File: src/rtl/btn_debounce_multi.sv
// Multi-channel button debouncer: 2-flop sync, per-channel qualify FSM, press/release pulses.
// Optional long-press pulse per channel when LONG_PRESS_EN is defined.
module btn_debounce_multi #(
    parameter int unsigned CHANNELS        = 4,
    parameter int unsigned DEBOUNCE_CYCLES = 4095,
    parameter int unsigned LONG_CYCLES     = 50000000
) (
    input  logic                clock,
    input  logic                reset,
    input  logic [CHANNELS-1:0] raw,
    output logic [CHANNELS-1:0] level,
    output logic [CHANNELS-1:0] press,
    output logic [CHANNELS-1:0] release_pulse,
    output logic                any_press,
    output logic [CHANNELS-1:0] long_press
);

    localparam int unsigned CNT_W = $clog2(DEBOUNCE_CYCLES);
    localparam logic [CNT_W-1:0] CNT_MAX = CNT_W'(DEBOUNCE_CYCLES - 1);

    localparam logic [1:0] IDLE    = 2'd0;
    localparam logic [1:0] ARM_P   = 2'd1;
    localparam logic [1:0] PRESSED = 2'd2;
    localparam logic [1:0] ARM_R   = 2'd3;

    if (CHANNELS < 1 || DEBOUNCE_CYCLES < 2 || LONG_CYCLES < 2) begin : g_param_check
        $error("btn_debounce_multi: illegal parameter value");
    end

    logic [CHANNELS-1:0] sync1_q, raw_s_q;
    logic [1:0]          state_q [CHANNELS];
    logic [1:0]          state_d [CHANNELS];
    logic [CNT_W-1:0]    count_q [CHANNELS];
    logic [CNT_W-1:0]    count_d [CHANNELS];
    logic [CHANNELS-1:0] level_q, level_d;
    logic [CHANNELS-1:0] press_q, press_d;
    logic [CHANNELS-1:0] rel_q, rel_d;
    logic                any_q;

    always_comb begin
        level_d = level_q;
        press_d = '0;
        rel_d   = '0;
        for (int i = 0; i < CHANNELS; i++) begin
            state_d[i] = state_q[i];
            count_d[i] = count_q[i];
            case (state_q[i])
                IDLE: begin
                    if (raw_s_q[i]) begin
                        state_d[i] = ARM_P;
                        count_d[i] = '0;
                    end
                end
                ARM_P: begin
                    // Input is only looked at once the timer expires; bounces are ignored.
                    if (count_q[i] == CNT_MAX) begin
                        count_d[i] = '0;
                        if (raw_s_q[i]) begin
                            state_d[i] = PRESSED;
                            level_d[i] = 1'b1;
                            press_d[i] = 1'b1;
                        end else begin
                            state_d[i] = IDLE;
                        end
                    end else begin
                        count_d[i] = count_q[i] + 1'b1;
                    end
                end
                PRESSED: begin
                    if (!raw_s_q[i]) begin
                        state_d[i] = ARM_R;
                        count_d[i] = '0;
                    end
                end
                ARM_R: begin
                    if (count_q[i] == CNT_MAX) begin
                        count_d[i] = '0;
                        if (!raw_s_q[i]) begin
                            state_d[i] = IDLE;
                            level_d[i] = 1'b0;
                            rel_d[i]   = 1'b1;
                        end else begin
                            state_d[i] = PRESSED;
                        end
                    end else begin
                        count_d[i] = count_q[i] + 1'b1;
                    end
                end
                default: begin
                    state_d[i] = IDLE;
                    count_d[i] = '0;
                end
            endcase
        end
    end

    always_ff @(posedge clock or posedge reset) begin
        if (reset) begin
            sync1_q <= '0;
            raw_s_q <= '0;
            level_q <= '0;
            press_q <= '0;
            rel_q   <= '0;
            any_q   <= 1'b0;
            for (int i = 0; i < CHANNELS; i++) begin
                state_q[i] <= IDLE;
                count_q[i] <= '0;
            end
        end else begin
            sync1_q <= raw;
            raw_s_q <= sync1_q;
            level_q <= level_d;
            press_q <= press_d;
            rel_q   <= rel_d;
            any_q   <= |press_d;
            for (int i = 0; i < CHANNELS; i++) begin
                state_q[i] <= state_d[i];
                count_q[i] <= count_d[i];
            end
        end
    end

    assign level         = level_q;
    assign press         = press_q;
    assign release_pulse = rel_q;
    assign any_press     = any_q;

`ifdef LONG_PRESS_EN
    localparam int unsigned HOLD_W = $clog2(LONG_CYCLES);
    localparam logic [HOLD_W-1:0] HOLD_MAX = HOLD_W'(LONG_CYCLES - 1);

    logic [HOLD_W-1:0]   hold_q [CHANNELS];
    logic [HOLD_W-1:0]   hold_d [CHANNELS];
    logic [CHANNELS-1:0] fired_q, fired_d;
    logic [CHANNELS-1:0] long_q, long_d;

    always_comb begin
        fired_d = fired_q;
        long_d  = '0;
        for (int i = 0; i < CHANNELS; i++) begin
            hold_d[i] = hold_q[i];
            if (state_d[i] == IDLE) begin
                hold_d[i]  = '0;
                fired_d[i] = 1'b0;
            end else if (state_q[i] == PRESSED || state_q[i] == ARM_R) begin
                // Saturate at the top; fired_q limits the pulse to one per hold.
                if (hold_q[i] == HOLD_MAX) begin
                    if (!fired_q[i]) begin
                        long_d[i]  = 1'b1;
                        fired_d[i] = 1'b1;
                    end
                end else begin
                    hold_d[i] = hold_q[i] + 1'b1;
                end
            end
        end
    end

    always_ff @(posedge clock or posedge reset) begin
        if (reset) begin
            fired_q <= '0;
            long_q  <= '0;
            for (int i = 0; i < CHANNELS; i++) begin
                hold_q[i] <= '0;
            end
        end else begin
            fired_q <= fired_d;
            long_q  <= long_d;
            for (int i = 0; i < CHANNELS; i++) begin
                hold_q[i] <= hold_d[i];
            end
        end
    end

    assign long_press = long_q;
`else
    assign long_press = '0;
`endif

endmodule

File: config.mk
export PLATFORM = sky130hd
export DESIGN_NAME = btn_debounce_multi
export DESIGN_NICKNAME = d
export VERILOG_FILES = /design/src/rtl/btn_debounce_multi.sv
export SDC_FILE = /design/constraint.sdc
export NUM_CORES = 1
export LEC_CHECK = 0
export CELL_PAD_IN_SITES_DETAIL_PLACEMENT = 0
export CELL_PAD_IN_SITES_GLOBAL_PLACEMENT = 1
export CORE_ASPECT_RATIO = 1.5
export CORE_MARGIN = 1.5
export CORE_UTILIZATION = 46
export DETAILED_ROUTE_END_ITERATION = 10
export PLACE_DENSITY_LB_ADDON = 0.25
export SLEW_MARGIN = 20
export SYNTH_ARGS = -nofsm -noshare
export SYNTH_HDL_FRONTEND = slang
export SYNTH_SLANG_ARGS = --single-unit
File: constraint.sdc
create_clock -name clock -period 2.7 [get_ports clock]
set_input_delay 0.27 -clock clock [delete_from_list [all_inputs] [get_ports clock]]
set_output_delay 0.27 -clock clock [all_outputs]
set_load 0.05 [all_outputs]
==> metrics.cfg <==
[run_status]
outcome=finished, final reports clean

[finish]
drive_gt1_share_pct=7.21
multi_input_area_um2=1680
fill_cells=705
finalInstanceArea_um2=4310
fin_cells=507
utilization_pct=54.2
seqCellArea_um2=1930
antenna_cells=0
final_nets=412
area_growth_pct=15.6

[critical_path]
start_kind=flip-flop
critPathMaxFanout=8
cp.arrival_ps=2250
r2r_slack_ps=640
path_cells=inv_1, ha_1, nand4_1, o31ai_1, nor2b_1, nor2_1
cpLargestDelayFamily=simple AND/OR/NAND/NOR gates
path_buf_inv=1
slowest_delay_ps=550
critPathSlowestCell=nor2b_1
r2r_start=count_q[24]
crit_path_end_kind=flip-flop
r2r-end=count_q[31]
rr_worst_depth=6
cp_data_required_time_ps=2890
crit_type=reg -> reg

[clock_network]
cts_buffer_depth=2
numCtsBuffers=9
clock_latency_ps=330
cts_root_buf=clkbuf_16
path_clk_slew_ps=60
cts_tree=built
htree_levels=3
postCtsSetupRepairBufs=0
cts_hold_buf=0
ctsResizeCount=0
cts.sinks=77

[floorplanning]
dieArea_um2=8670
boundaryPins=23
die_y_um=113
die_width_um=76.5
start_util_pct=46.9
rows=40
core-area_um2=7960

[synth]
synth_flop_cell=dfrtp_1
seq_area_frac_synth_pct=51.7
yosys-top-cells-area=dfrtp_1 52%, o21ai_0 4.2%, xor2_1 3.8%
synth_top_area_share_pct=51.7
yosysWarnings=0
ys_types=47
ys_ff_latch=77
avgSynthCellArea_um2=9.97
syn_area_um2=3730
async_flop_share_pct=100
synth_top_cell_by_area=dfrtp_1
synth_cells=374
synth_edf_count=0

[route]
avgRoutedWirePerCell_um=13.8
drc=0
drt-initial-drc-count=115
firstDrtPassIters=4
drtAntennaViolNets=0
viasPerCell=5.36
dr_total_vias=2719
wirelength_um=6980

[timing]
setup_tns_ps=0
worst_pin_slew_ps=617
relSlewSlack_pct=58.5
rsz0062_at_grt=false
setup_viol=0
finClkSkew_ps=4.63
fin_crit_sh_pct=76.2
clock.fmax_ghz=0.486
hold_viol=0
period_needed_ps=2060
slew_violations=0

[global_route]
use_met1_pct=22.6
use_met3_pct=4.92
grt_pass1_wl_um=12500
use_met2_pct=30.2
grt_pass1_vias=2707
gr-usage-all-layers_pct=18.3
antenna_found_initial=0
grt_overflow=0
grt_max_degree=67
grt_busiest_layer=met2

[hold_path]
hold_class=in -> async

[placement]
dp.cells=492
hpwl_um=4920
globalplace.congestion=0.814
io_buffers=18
dpl_cell_area_um2=4030

[pwr]
peakVddDrop_v=0.000367
p_leak_nw=1.93
power_density_nw_per_um2=750

[job]
cap_viol_max_count=0

kinds of logic after synthesis:
group / Yosys count / share of synthesized area, %
and+or+nand+nor: 144 / 20.4
AOI/OAI and AO/OA: 92 / 16.3
DFF: 77 / 51.7
buffers and inverters: 32 / 3.66
xor gates and xnor gates: 18 / 4.63
adders and majority gates: 8 / 2.68
muxes: 2 / 0.604
other: 1 / 0.101
metrics by stage:
step | total power, mW | setup slack [ps] | hold slack [ps]
after detailed placement | 2.12 | 676 | 337
after global routing | 3.45 | 386 | 212
final | 3.24 | 643 | 193
after floorplan | 1.97 | 463 | 301
after global placement | 2.10 | 766 | 333
after CTS | 3.28 | 665 | 196
area by class of cell:
class	count	area share, %
well taps	105	3.05
multi-input cells	268	38.9
clock buffers	12	6.18
inverters	22	1.91
repair buffers	20	4.82
clock inverters	3	0.464
flip-flops and latches	77	44.7
power by group:
group	leakage, nW	switching [mW]	internal (mW)	total, mW
logic	0.815	0.268	0.229	0.497
clock network	0.137	0.447	0.690	1.14
registers	0.983	0.245	1.36	1.60
layer usage:
metal  share of wire (%)  wire (um)
met3                 2.4        170
met4                 2.2        156
met2                  49       3450
met5                   0          0
met1                  46       3210
how the worst max path moves through the flow:
stage | startpoint | end | slack [ps] | cells past startpoint
finish | count_q[24] | count_q[31] | 640 | 6
global route | count_q[24] | count_q[30] | 390 | 6
CTS | count_q[24] | count_q[30] | 670 | 6
detailed placement | count_q[24] | count_q[30] | 680 | 6
global placement | count_q[24] | count_q[33] | 770 | 6
floorplan | reset | async pin | 460 | 1
placed cells by master (no fill, tap or decap), types with 7 or more instances in the layout:
master / Yosys / routed
or3_1: 8 / 8
clkbuf_16: 0 / 9
nand2_1: 29 / 29
a21oi_1: 17 / 17
nor2_1: 29 / 29
clkdlybuf4s50_1: 0 / 18
nand3_1: 15 / 15
dfrtp_1: 77 / 77
ha_1: 8 / 8
o21ai_0: 31 / 31
o211ai_1: 11 / 11
nor3_1: 8 / 8
and2_1: 8 / 8
nand4_1: 10 / 10
and4_1: 7 / 7
xor2_1: 16 / 16
inv_1: 22 / 21
and3_1: 11 / 11
flip-flops by register name, summed over array words and instances (netlist names), named ones only:
signal	count
raw_s_q	4
level	4
sync1_q	4
any_press	1
count_q	48
press	4
state_q	4
release_pulse	4
cells in the mapped netlist (all sizes together) (3+ instances only):
cell and number:
a21oi 19, a22o 5, a31oi 3, and2 8, and3 11, and4 7, buf 5, clkbuf 5
dfrtp 77, ha 8, inv 22, nand2 29, nand2b 3, nand3 15, nand4 10, nor2 30
nor2b 3, nor3 8, nor3b 3, nor4 3, o2111ai 5, o211ai 11, o21ai 31, o22ai 3
o31ai 3, or3 8, or4 3, xor2 18
(Power assumes the default switching activity.)
